## src/rtl/pe_ipad_ctrl.sv

```systemverilog
// Input-pad controller: fills a circular pad and issues sliding-window read addresses.
// Optional per-entry zero flags are built when PE_IPAD_ZSKIP_EN is defined.
module pe_ipad_ctrl #(
    parameter int unsigned IPAD_SIZE = 16,
    parameter int unsigned CONF_WD   = 8,
    localparam int unsigned AW = $clog2(IPAD_SIZE),
    localparam int unsigned OW = $clog2(IPAD_SIZE + 1)
) (
    input  logic               i_clk,
    input  logic               i_rst,
    input  logic               i_cont_reset,
    input  logic               i_cont_stall,
    input  logic               i_cont_start,
    input  logic [CONF_WD-1:0] i_conf_ipad_size,
    input  logic [CONF_WD-1:0] i_conf_step,
    input  logic [CONF_WD-1:0] i_conf_Tw,
    input  logic               i_ipix_valid,
    input  logic               i_ipix_zero,
    output logic               o_ipix_ready,
    output logic               o_ipad_we,
    output logic [AW-1:0]      o_ipad_waddr,
    output logic               o_ipad_re,
    output logic [AW-1:0]      o_ipad_raddr,
    output logic               o_zero_skip,
    output logic               o_last_pix,
    output logic [CONF_WD-1:0] o_opix_cnt,
    output logic               o_busy,
    output logic               o_done,
    output logic               o_conf_err
);

    typedef enum logic [1:0] {StIdle, StInit, StLoop, StDone} state_e;

    state_e             state_q, state_d;
    logic [AW-1:0]      waddr_q, waddr_d;
    logic [AW-1:0]      base_q, base_d;
    logic [OW-1:0]      rd_off_q, rd_off_d;
    logic [OW-1:0]      occ_q, occ_d;
    logic [OW-1:0]      w_q, w_d;
    logic [OW-1:0]      d_q, d_d;
    logic [CONF_WD-1:0] tw_q, tw_d;
    logic [CONF_WD-1:0] opix_cnt_q, opix_cnt_d;
    logic               conf_err_q, conf_err_d;
    logic               conf_legal;
    logic               release_win;
    logic [AW:0]        raddr_sum;
    logic [AW:0]        base_sum;

    assign conf_legal = (i_conf_step != '0) && (i_conf_step <= i_conf_ipad_size) &&
                        (32'(i_conf_ipad_size) <= IPAD_SIZE) && (i_conf_Tw != '0);

    // State register
    always_ff @(posedge i_clk or posedge i_rst) begin
        if (i_rst) begin
            state_q <= StIdle;
        end else if (i_cont_reset) begin
            state_q <= StIdle;
        end else if (!i_cont_stall) begin
            state_q <= state_d;
        end
    end

    // Next-state logic
    always_comb begin
        state_d = state_q;
        unique case (state_q)
            StIdle:  if (i_cont_start && conf_legal) state_d = StInit;
            StInit:  if (occ_d == w_q) state_d = StLoop;
            StLoop:  if (opix_cnt_d == tw_q) state_d = StDone;
            StDone:  state_d = StIdle;
            default: state_d = StIdle;
        endcase
    end

    // Output logic; strobes are suppressed during a clear or stall
    always_comb begin
        o_ipix_ready = 1'b0;
        if (!i_cont_reset && !i_cont_stall && (occ_q < OW'(IPAD_SIZE))) begin
            if (state_q == StInit) begin
                o_ipix_ready = (occ_q < w_q);
            end else if (state_q == StLoop) begin
                o_ipix_ready = 1'b1;
            end
        end
        o_ipad_we = i_ipix_valid && o_ipix_ready;
        o_ipad_re = (state_q == StLoop) && (rd_off_q < occ_q) && !i_cont_stall && !i_cont_reset;
        o_last_pix = o_ipad_re && (rd_off_q == w_q - OW'(1));

        raddr_sum = {1'b0, base_q} + (AW+1)'(rd_off_q);
        if (raddr_sum >= (AW+1)'(IPAD_SIZE)) begin
            o_ipad_raddr = AW'(raddr_sum - (AW+1)'(IPAD_SIZE));
        end else begin
            o_ipad_raddr = AW'(raddr_sum);
        end

        o_ipad_waddr = waddr_q;
        o_opix_cnt   = opix_cnt_q;
        o_busy       = (state_q != StIdle);
        o_done       = (state_q == StDone);
        o_conf_err   = conf_err_q;
    end

    assign release_win = o_last_pix;

    // Datapath next-state
    always_comb begin
        waddr_d    = waddr_q;
        base_d     = base_q;
        rd_off_d   = rd_off_q;
        occ_d      = occ_q;
        w_d        = w_q;
        d_d        = d_q;
        tw_d       = tw_q;
        opix_cnt_d = opix_cnt_q;
        conf_err_d = (state_q == StIdle) && i_cont_start && !conf_legal;

        base_sum = {1'b0, base_q} + (AW+1)'(d_q);

        if (o_ipad_we) begin
            waddr_d = (waddr_q == AW'(IPAD_SIZE - 1)) ? '0 : waddr_q + AW'(1);
            occ_d   = occ_d + OW'(1);
        end
        if (o_ipad_re) begin
            rd_off_d = release_win ? '0 : rd_off_q + OW'(1);
        end
        if (release_win) begin
            occ_d      = occ_d - d_q;
            opix_cnt_d = opix_cnt_q + CONF_WD'(1);
            if (base_sum >= (AW+1)'(IPAD_SIZE)) begin
                base_d = AW'(base_sum - (AW+1)'(IPAD_SIZE));
            end else begin
                base_d = AW'(base_sum);
            end
        end

        if ((state_q == StIdle) && i_cont_start && conf_legal) begin
            w_d        = OW'(i_conf_ipad_size);
            d_d        = OW'(i_conf_step);
            tw_d       = i_conf_Tw;
            opix_cnt_d = '0;
        end
        // Pad contents are dropped when the tile finishes
        if (state_q == StDone) begin
            waddr_d  = '0;
            base_d   = '0;
            rd_off_d = '0;
            occ_d    = '0;
        end
    end

    always_ff @(posedge i_clk or posedge i_rst) begin
        if (i_rst) begin
            waddr_q    <= '0;
            base_q     <= '0;
            rd_off_q   <= '0;
            occ_q      <= '0;
            w_q        <= '0;
            d_q        <= '0;
            tw_q       <= '0;
            opix_cnt_q <= '0;
            conf_err_q <= 1'b0;
        end else if (i_cont_reset) begin
            waddr_q    <= '0;
            base_q     <= '0;
            rd_off_q   <= '0;
            occ_q      <= '0;
            w_q        <= '0;
            d_q        <= '0;
            tw_q       <= '0;
            opix_cnt_q <= '0;
            conf_err_q <= 1'b0;
        end else if (!i_cont_stall) begin
            waddr_q    <= waddr_d;
            base_q     <= base_d;
            rd_off_q   <= rd_off_d;
            occ_q      <= occ_d;
            w_q        <= w_d;
            d_q        <= d_d;
            tw_q       <= tw_d;
            opix_cnt_q <= opix_cnt_d;
            conf_err_q <= conf_err_d;
        end else begin
            conf_err_q <= 1'b0;
        end
    end

`ifdef PE_IPAD_ZSKIP_EN
    logic [IPAD_SIZE-1:0] zflag_q, zflag_d;

    always_comb begin
        zflag_d = zflag_q;
        if (state_q == StDone) begin
            zflag_d = '0;
        end else if (o_ipad_we) begin
            zflag_d[waddr_q] = i_ipix_zero;
        end
    end

    always_ff @(posedge i_clk or posedge i_rst) begin
        if (i_rst) begin
            zflag_q <= '0;
        end else if (i_cont_reset) begin
            zflag_q <= '0;
        end else if (!i_cont_stall) begin
            zflag_q <= zflag_d;
        end
    end

    assign o_zero_skip = o_ipad_re && zflag_q[o_ipad_raddr];
`else
    logic unused_ipix_zero;
    assign unused_ipix_zero = i_ipix_zero;
    assign o_zero_skip      = 1'b0;
`endif

endmodule

```

## config.mk

```make
export PLATFORM = sky130hd
export DESIGN_NAME = pe_ipad_ctrl
export DESIGN_NICKNAME = d
export VERILOG_FILES = /design/src/rtl/pe_ipad_ctrl.sv
export SDC_FILE = /design/constraint.sdc
export NUM_CORES = 1
export LEC_CHECK = 0
export ABC_CLOCK_PERIOD_IN_PS = 8400
export CAP_MARGIN = 30
export CORE_MARGIN = 2
export CORE_UTILIZATION = 50
export CTS_BUF_LIST = sky130_fd_sc_hd__clkbuf_2
export CTS_CLUSTER_SIZE = 30
export DETAILED_ROUTE_END_ITERATION = 10
export GPL_TIMING_DRIVEN = 0
export PLACE_DENSITY = 0.71
export SLEW_MARGIN = 20
export SYNTH_ARGS = -nofsm -noshare
export SYNTH_HDL_FRONTEND = slang
export SYNTH_SLANG_ARGS = --single-unit
```

## constraint.sdc

```tcl
create_clock -name i_clk -period 8.4 [get_ports i_clk]
set_clock_uncertainty 0.1 [all_clocks]
set_input_delay 2.52 -clock i_clk [delete_from_list [all_inputs] [get_ports i_clk]]
set_output_delay 2.52 -clock i_clk [all_outputs]
set_load 0.02 [all_outputs]
```

* Word level (Yosys, flattened, before mapping)
Cells that the tools add are included.
Cells by class: multiplexer cells 45, reductions and logical operators 30, add/subtract/negate cells 10, order comparisons 7, eq/ne operators 11
Operators with widths (number):
- 5-bit two-way mux | 16
- 8-bit two-way mux | 7
- 4-bit two-way mux | 11
- 8-bit nonzero test | 2
- 1-bit logical AND | 14
- 4-bit by 5-bit adder with 5-bit output | 2
- 5-bit by 1-bit adder with 5-bit output (second input constant) | 2
- 5-bit equality test | 2
- 5-bit greater-or-equal comparator (second input constant) | 2
- 5-bit less-than comparator | 2
- 2-bit two-way mux | 5
- 3-bit inequality test (second input constant) | 3
- 3-bit nonzero test | 3
- 8-bit by 1-bit adder with 8-bit output (second input constant) | 1
- 8-bit equality test | 1
- 8-bit by 5-bit less-or-equal comparator with 1-bit output (second input constant) | 1
- 8-bit less-or-equal comparator | 1
- 2-bit case mux with 4 select lines | 1
- 2-bit AND reduction | 4
- 4-bit by 1-bit subtractor with 4-bit output (second input constant) | 2
- 5-bit less-than comparator (second input constant) | 1
- 1-bit two-way mux | 5
- 5-bit by 1-bit subtractor with 5-bit output (second input constant) | 1
- 5-bit subtractor | 1
- other kinds (9) | 13
Word-level totals: word-level logic and storage cells 113, output and inout bits 24, bits of input ports 31, flip-flop bits (word level) 47

* Longest topological paths before layout
Gate-level depths: netlist of the first run.
depth after elaboration 14, depth in mapped cells 21, depth with buffers taken out 20

* Worst setup path before layout of the first run
OpenSTA, ideal clock, no wires.
path type input-to-output, from input i_cont_stall, to output o_last_pix, required time 5.780 ns, buffers on the path 0, slack 1.771 ns, stages 2, data arrival time 4.009 ns, cells stage by stage or3b_1 a2111oi_0
On the way: longest elaborated chain between the ends 4
Ends and longest elaborated chain:
- start, declared | RTL line 12 | input logic i_cont_stall,
- 1-bit zero test
- 1-bit logical AND (2 in series) | RTL line 86 | o_ipad_re = (state_q == StLoop) && (rd_off_q < occ_q) && !i_cont_stall && !i_cont_reset;
- 1-bit logical AND | RTL line 87 | o_last_pix = o_ipad_re && (rd_off_q == w_q - OW'(1));
- end, declared | RTL line 25 | output logic o_last_pix,
Every way passes these cells.

* Worst setup path in the final report of the first run
from input i_cont_stall, to output o_ipad_re
On the way: longest elaborated chain between the ends 3
Ends and longest elaborated chain:
- 1-bit zero test
- 1-bit logical AND (2 in series) | RTL line 86
- end, declared | RTL line 22 | output logic o_ipad_re,
Every way passes these cells.

==> qor.yml, run 1 <==
placed_design:
  dp_hpwl_um: 7460
  port_buffers: 52
  gp_congestion: 0.917
  place_ws_ps: 968
critical_path:
  critPathLaunchType: "input port"
  critPathBufInv: 3
  crit_slowest_cell: "clkdlybuf4s50_1"
  critical-path-top-delay-family: "buffers and inverters"
  path_cells: "clkdlybuf4s50_1 > or3b_1 > a21o_1 > a311o_2 > inv_1 > clkdlybuf4s50_1"
  worst_setup_path_end_kind: "output pin"
  r2r-start: "w_q[2]"
  critPathRequiredTime_ps: 5780
  cp_common_cell: "clkdlybuf4s50_1"
  critical_path.max_stage_delay_ps: 600
  crit_type: "in2out"
  worstSetupStartpoint: "i_cont_stall"
  worstPathArrival_ps: 4820
  crit_fanout: 8
clock_network:
  clk_pin_slew_worst_paths_ps: 220
  cts_tree: "built"
  cts.htree.levels: 2
  clk_latency_ps: 440
  cts_buffer_depth: 2
  cts_hold_buffers: 0
  cts_buffers: 5
  post-cts-setup-buffers: 0
  cts.sinks: 47
  cts_root_buf: "clkbuf_2"
  cts_resized: 0
global_routing:
  grt_first_pass_wirelength_um: 15800
  grt_max_degree: 34
  grt_usage_pct: 23.5
  grt_pass1_vias: 3328
  antenna_found_initial: 0
  gr-total-overflow: 0
yosys:
  synthArstFlopShare_pct: 100
  ys.flop_type: "dfrtp_1"
  postSynthAreaPerCell_um2: 8.86
  syn_area_um2: 3770
  yosysUniqueCellTypes: 62
  synth_warnings: 0
  ys_seq_area_share_pct: 31.2
  syn_nets: 495
  synth_seq_cells: 47
  synth_cells: 425
  synth_edf_count: 0
die:
  io_pins: 55
  initial_utilization_pct: 51.6
  die_x_um: 90.8
  dieArea_um2: 8240
  core_um2: 7290
  die_y_um: 90.8
  row_count: 31
cells_and_area:
  fin_nets: 555
  area_growth_pct: 20.0
  fillers: 685
  final_common_cell: "clkdlybuf4s50_1"
  drive_gt1_share_pct: 7.00
  mostFrequentLayoutCells: "clkdlybuf4s50_1 (52), nor2_1 (47), dfrtp_1 (47), inv_1 (41), ha_1 (36)"
  antenna_cells: 0
sta:
  setup_viol: 0
  layout_setup_ws_ps: 959
  fmax_mhz: 134
  setup_tns_ps: 0
  fin_crit_sh_pct: 88.6
  hold_violations: 0
  tightest_slew_ps: 649
  rsz0062_at_grt: "false"
  drv_slew: 0
  post-route-min-period_ps: 7440
  slew_headroom_pct: 56.6
worst_hold_path:
  hp-start: "o_ipad_waddr[3]"
  hold_path_class: "reg2reg"
detailed_routing:
  drc: 0
  vias_per_cell: 5.68
  antenna_left: 0
  drt-total-wl_um: 9490
  detailedRoute.firstIterationViolations: 214
  wl_per_cell_um: 16.2
  via_count: 3323
  firstDrtPassIters: 5
job:
  cap_violations: 0
power:
  clkPwrFrac_pct: 28.5
  power_switching_uw: 172
  combPwrFrac_pct: 27.0
  leakagePower_uw: 0.00193
  swShare_pct: 30.9
  powerDensity_nw_per_um2: 123
  p_seq_share_pct: 44.6
  vdd_drop_max_v: 0.0000682
  power.total_uw: 556
  internal_power_uw: 384
run_status:
  status: "finished clean"
## metrics by stage
stage	hold WS (ps)	std cells	area, um2	utilization [%]
2_1_floorplan	407	425	3770	-
3_3_place_gp	399	576	4410	60.5
3_5_place_dp	421	577	4430	60.8
4_1_cts	448	585	4520	62.0
5_1_grt	502	585	4520	62.0
6_report	446	585	4520	62.0
## registers in the layout (all words and copies together) (netlist names)
name          flops
d_q               5
w_q               5
o_conf_err        1
tw_q              8
base_q            4
o_ipad_waddr      4
o_opix_cnt        8
state_q           2
occ_q             5
rd_off_q          5
## cells in the mapped netlist, types with 2 or more instances
cell	number	area share (%)
nor3_1	6	0.80
clkbuf_1	8	0.80
xor2_1	11	2.6
a211oi_1	3	0.60
xnor2_1	20	4.7
a211o_1	2	0.47
and2_1	4	0.66
mux2_2	5	1.5
nor2b_1	5	0.83
o41ai_1	4	0.93
nor4_1	5	0.83
o21a_1	3	0.60
a21o_1	6	1.2
or3_1	3	0.50
mux2i_1	23	6.1
nand2_1	25	2.5
dfrtp_1	47	31
nand3_1	9	1.2
a21oi_1	28	3.7
or4_1	3	0.60
a2111oi_0	3	0.70
nand2b_1	3	0.50
or2_2	2	0.33
o22ai_1	2	0.33
nand4_1	8	1.3
fa_1	3	1.6
ha_1	36	12
buf_2	3	0.40
inv_1	42	4.2
o21ai_0	22	2.9
and3_1	4	0.66
nor2_1	47	4.7
## layout make-up
| class | instances | area (um2) | area share (%) |
|---|---|---|---|
| clock buffers | 6 | 30.0 | 0.664 |
| well taps | 99 | 124 | 2.74 |
| multi-input cells | 323 | 2360 | 52.3 |
| clock inverters | 2 | 60.1 | 1.33 |
| inverters | 42 | 158 | 3.49 |
| repair buffers | 53 | 541 | 12.0 |
| flip-flops and latches | 47 | 1180 | 26.0 |
| plain buffers | 13 | 67.6 | 1.49 |
## cells by family (layout without fill, tap and decap cells)
family,Yosys count,after routing,share of synthesized area (%)
mux,29,29,7.91
xor+xnor,32,32,7.64
flops,47,47,31.2
simple gates,134,134,17.9
buf+inv,55,116,5.98
other cells,1,1,0.0996
fa+ha+maj,39,39,13.6
compound gates,88,88,15.7
## metal layers
metal | vias to the layer above | part of all wire [%] | track usage, % | routed length (um)
met5 | - | 0 | 0 | 0
met2 | 85 | 47 | 40.0 | 4470
li1 | 1609 | - | - | -
met4 | 0 | 0.80 | 4.42 | 76
met3 | 6 | 4.7 | 2.75 | 450
met1 | 1623 | 47 | 32.5 | 4500
## power groups by stage
stage	registers, uW	logic [uW]	clock network [uW]
6_report	248	150	158
5_1_grt	249	165	169
4_1_cts	247	150	160
3_5_place_dp	251	149	0
3_3_place_gp	251	143	0
2_1_floorplan	250	90.7	0
## final timing paths
kind / to / slack [ps] / cells after the start
hold reg to reg: o_ipad_waddr[3] / 450 / 1
setup / recovery: o_ipad_re / 960 / 6
hold / removal: o_ipad_waddr[3] / 450 / 1
max in group asynchronous: o_opix_cnt[1] / 5470 / 3
setup reg to reg: state_q[1] / 3380 / 21
min in group asynchronous: base_q[2] / 2230 / 2
No activity file was read; power rests on OpenSTA's default activity.
==> inputs of run 2 (changes only) <==
Settings changed: CTS_BUF_LIST sky130_fd_sc_hd__clkbuf_2 to sky130_fd_sc_hd__clkbuf_8 sky130_fd_sc_hd__clkbuf_16, GPL_ROUTABILITY_DRIVEN from default to 0.
==> run 2 against run 1 <==
Cell area is 0.94% higher. Fmax increased by 0.12%. Clock power is 24% higher. Critical endpoint unchanged.
==> qor.yml, run 2 (same netlist as run 1, synthesis figures left out) <==
run_status:
  status: "finished clean"
global_routing:
  met2_usage_pct: 40.2
  grt_first_pass_wirelength_um: 15800
  grt_max_degree: 34
  met3_usage_pct: 2.59
  antenna_found_initial: 0
  use_met1_pct: 32.1
  gr-total-overflow: 0
  grt_pass1_vias: 3348
  grt_usage_pct: 23.5
  grt.busiest_layer: "met2"
clock_network:
  clk_latency_ps: 300
  cts_buffer_depth: 2
  cts.sinks: 47
  cts_tree: "built"
  cts.htree.levels: 2
  cts_buffers: 5
  cts_resized: 0
  cts_root_buf: "clkbuf_8"
  cts_hold_buffers: 0
  post-cts-setup-buffers: 0
  clk_pin_slew_worst_paths_ps: 80
power:
  p_seq_share_pct: 41.6
  vdd_drop_max_v: 0.0000703
  powerDensity_nw_per_um2: 130
  swShare_pct: 29.1
  combPwrFrac_pct: 25.3
  leakagePower_uw: 0.00194
  clkPwrFrac_pct: 33.1
  power_switching_uw: 173
  internal_power_uw: 420
worst_hold_path:
  hp-start: "o_ipad_waddr[3]"
  hold_path_class: "reg2reg"
cells_and_area:
  drive_gt1_share_pct: 6.79
  antenna_cells: 0
  fin_util_pct: 62.6
  finalNonFillerCells: 585
  fin_nets: 555
  final_common_cell: "clkdlybuf4s50_1"
  mostFrequentLayoutCells: "clkdlybuf4s50_1 (52), nor2_1 (47), dfrtp_1 (47), inv_1 (42), ha_1 (36)"
  area_growth_pct: 21.2
sta:
  rsz0062_at_grt: "false"
  setup_tns_ps: 0
  setup_viol: 0
  hold_violations: 0
  fin_crit_sh_pct: 88.5
  tightest_slew_ps: 665
  drv_slew: 0
  post-route-min-period_ps: 7430
  fmax_mhz: 135
  timing.hold.ws_ps: 432
  slew_headroom_pct: 55.5
critical_path:
  critPathRequiredTime_ps: 5780
  crit_type: "in2out"
  crit_fanout: 8
  critPathLaunchType: "input port"
  r2r-start: "w_q[2]"
  worstPathArrival_ps: 4810
  worstSetupStartpoint: "i_cont_stall"
  worst_setup_path_end_kind: "output pin"
die:
  row_count: 31
  core_um2: 7290
  die_y_um: 90.8
  initial_utilization_pct: 51.6
  dieArea_um2: 8240
  die_x_um: 90.8
  io_pins: 55
detailed_routing:
  vias_per_cell: 5.65
  drc: 0
  via_count: 3307
  firstDrtPassIters: 4
  detailedRoute.firstIterationViolations: 178
  antenna_left: 0
  wl_per_cell_um: 16.2
  drt-total-wl_um: 9500
placed_design:
  dp.cells: 577
  dp_hpwl_um: 7460
  port_buffers: 52
job:
  cap_violations: 0
## run 2: cell count changes in the layout (fill, tap and decap cells not counted)
cell,change
inv_1,+1
clkbuf_8,+5
clkbuf_2,-6
## run 2: metrics by stage
step           worst slack, ps  area, um2  total power [uW]
2_1_floorplan             1770       3770               341
3_3_place_gp               980       4410               394
3_5_place_dp               968       4430               400
4_1_cts                    958       4560               596
5_1_grt                    901       4560               622
6_report                   968       4560               593
## run 2: layout make-up
cell class              count  area [um2]
plain buffers              13        67.6
repair buffers             53         541
flip-flops and latches     47        1180
multi-input cells         323        2360
clock inverters             3        63.8
clock buffers               5        68.8
fillers                   677        2730
well taps                  99         124
inverters                  42         158
## run 2: power groups by stage
stage | combinational, uW | sequential [uW] | clock, uW
after detailed placement | 149 | 251 | 0
after CTS | 150 | 247 | 199
after floorplan | 90.7 | 250 | 0
after global routing | 165 | 249 | 208
final | 150 | 247 | 196
after global placement | 143 | 251 | 0
## run 2: critical path: stages
cell and delay, ps:
clkdlybuf4s50_1 530, or3b_1 450, a21o_1 180, a311o_2 470, inv_1 80, clkdlybuf4s50_1 600
## run 2: per-layer routing
layer | vias up | wire, um
li1 | 1610 | -
met2 | 93 | 4500
met3 | 6 | 505
met1 | 1598 | 4410
met5 | - | 0
met4 | 0 | 84
## run 2: path summary, 6_finish.rpt
path | end | slack [ps] | cells after the start
worst max-delay path | o_ipad_re | 970 | 6
worst min-delay path | o_ipad_waddr[3] | 430 | 1
worst max register to register | state_q[1] | 3440 | 21
worst min register to register | o_ipad_waddr[3] | 430 | 1
max in group asynchronous | o_opix_cnt[1] | 5290 | 3
min in group asynchronous | base_q[2] | 2400 | 2
==> inputs of run 3 (changes only) <==
Settings changed: CORE_UTILIZATION 50 to 40, PLACE_DENSITY 0.71 to 0.59.
==> run 3 against run 2 <==
Sequential share of layout area up 0.16 points. First-iteration DRC count down 5.1%. Global-route usage down 4.2 points. Clock power down 27%. Register-to-register slack worse by 70 ps. Critical path depth unchanged. Highest routed layer unchanged. Die area up 24%. Sequential power about the same. Count of clock-buffer cells in the layout unchanged.
==> qor.yml, run 3 (same netlist as run 1, synthesis figures left out) <==
detailed_routing:
  antenna_left: 0
  vias_per_cell: 5.46
  wl_per_cell_um: 15.9
  firstDrtPassIters: 4
  detailedRoute.firstIterationViolations: 169
  drc: 0
  via_count: 3262
  drt-total-wl_um: 9490
die:
  row_count: 35
  dieArea_um2: 10200
  io_pins: 55
  initial_utilization_pct: 41.0
  die_x_um: 101
  core_um2: 9200
  die_y_um: 101
global_routing:
  grt_max_degree: 34
  grt_first_pass_wirelength_um: 15700
  grt_usage_pct: 19.3
  grt_pass1_vias: 3145
  antenna_found_initial: 0
  gr-total-overflow: 0
sta:
  setup_viol: 0
  drv_slew: 0
  slew_headroom_pct: 55.6
  post-route-min-period_ps: 7460
  fmax_mhz: 134
  fin_crit_sh_pct: 88.9
  layout_setup_ws_ps: 936
  hold_violations: 0
  tightest_slew_ps: 664
  setup_tns_ps: 0
  rsz0062_at_grt: "false"
power:
  powerDensity_nw_per_um2: 119
  leakagePower_uw: 0.00191
  vdd_drop_max_v: 0.0000691
critical_path:
  ff2ff_path_depth: 20
  crit_fanout: 8
  cp-endpoint: "o_ipad_re"
  worstPathArrival_ps: 4840
  r2r-start: "w_q[4]"
  worstSetupStartpoint: "i_cont_stall"
  critPathRequiredTime_ps: 5780
  reg2reg_to: "state_q[1]"
  crit_type: "in2out"
  critPathLaunchType: "input port"
  worst_setup_path_end_kind: "output pin"
  rrSetupSlack_ps: 3370
cells_and_area:
  area_growth_pct: 20.4
  fin_util_pct: 49.3
  final_common_cell: "clkdlybuf4s50_1"
  drive_gt1_share_pct: 7.00
  antenna_cells: 0
  fin_nets: 555
  mostFrequentLayoutCells: "clkdlybuf4s50_1 (52), nor2_1 (47), dfrtp_1 (47), inv_1 (41), ha_1 (36)"
clock_network:
  clk_pin_slew_worst_paths_ps: 100
  cts.htree.levels: 2
  cts.sinks: 47
  cts_resized: 0
  clk_latency_ps: 300
  cts_root_buf: "clkbuf_8"
  post-cts-setup-buffers: 0
  cts_hold_buffers: 0
  cts_buffer_depth: 2
  cts_buffers: 5
  cts_tree: "built"
placed_design:
  place_ws_ps: 961
  port_buffers: 52
  dp_hpwl_um: 7400
worst_hold_path:
  hold_depth: 1
  hold_path_class: "reg2reg"
job:
  cap_violations: 0
run_status:
  status: "finished clean"
## run 3: cell count changes in the layout (fill, tap and decap cells not counted), sizes merged
cell | before | now
bufinv | 2 | 0
clkinvlp | 0 | 2
clkinv | 0 | 1
inv | 43 | 42
## run 3: worst min path at each step
stage | from | to | slack [ps]
after floorplan | base_q[3] | base_q[3] | 410
after global placement | o_ipad_waddr[3] | o_ipad_waddr[3] | 410
after detailed placement | o_ipad_waddr[3] | o_ipad_waddr[3] | 420
after CTS | o_ipad_waddr[3] | o_ipad_waddr[3] | 430
after global routing | o_ipad_waddr[3] | o_ipad_waddr[3] | 450
final | o_ipad_waddr[3] | o_ipad_waddr[3] | 420
## run 3: per-layer routing
metal | track usage, % | routed length [um] | vias to the layer above | share of wire [%]
met5 | 0 | 0 | - | 0
met4 | 5.20 | 92 | 0 | 0.97
met3 | 2.15 | 375 | 6 | 4.0
met2 | 29.7 | 4270 | 81 | 45
met1 | 28.6 | 4750 | 1571 | 50
li1 | - | - | 1604 | -
## run 3: cell type report
class,instances,area [um2]
Fill cell,892,4660
Multi-Input combinational cell,323,2360
Sequential cell,47,1180
Timing Repair Buffer,53,541
Inverter,42,158
Tap cell,111,139
Clock buffer,5,68.8
Buffer,13,67.6
Clock inverter,3,20.0
## run 3: critical path: stages
cell and delay [ps]:
clkdlybuf4s50_1 550, or3b_1 440, a21o_1 180, a311o_2 470, inv_1 80, clkdlybuf4s50_1 590
## run 3: through the flow
| stage | total power (uW) | hold slack (ps) | std cells | area, um2 |
|---|---|---|---|---|
| floorplan | 341 | 407 | 425 | 3770 |
| global placement | 396 | 412 | 588 | 4430 |
| detailed placement | 400 | 416 | 589 | 4450 |
| CTS | 545 | 425 | 597 | 4530 |
| global route | 567 | 452 | 597 | 4530 |
| finish | 540 | 424 | 597 | 4530 |
## run 3: power by group
part | switching (uW) | internal, uW | total [uW]
Combinational | 81.4 | 68.1 | 149
Sequential | 12.3 | 234 | 247
Clock | 85.5 | 58.2 | 144
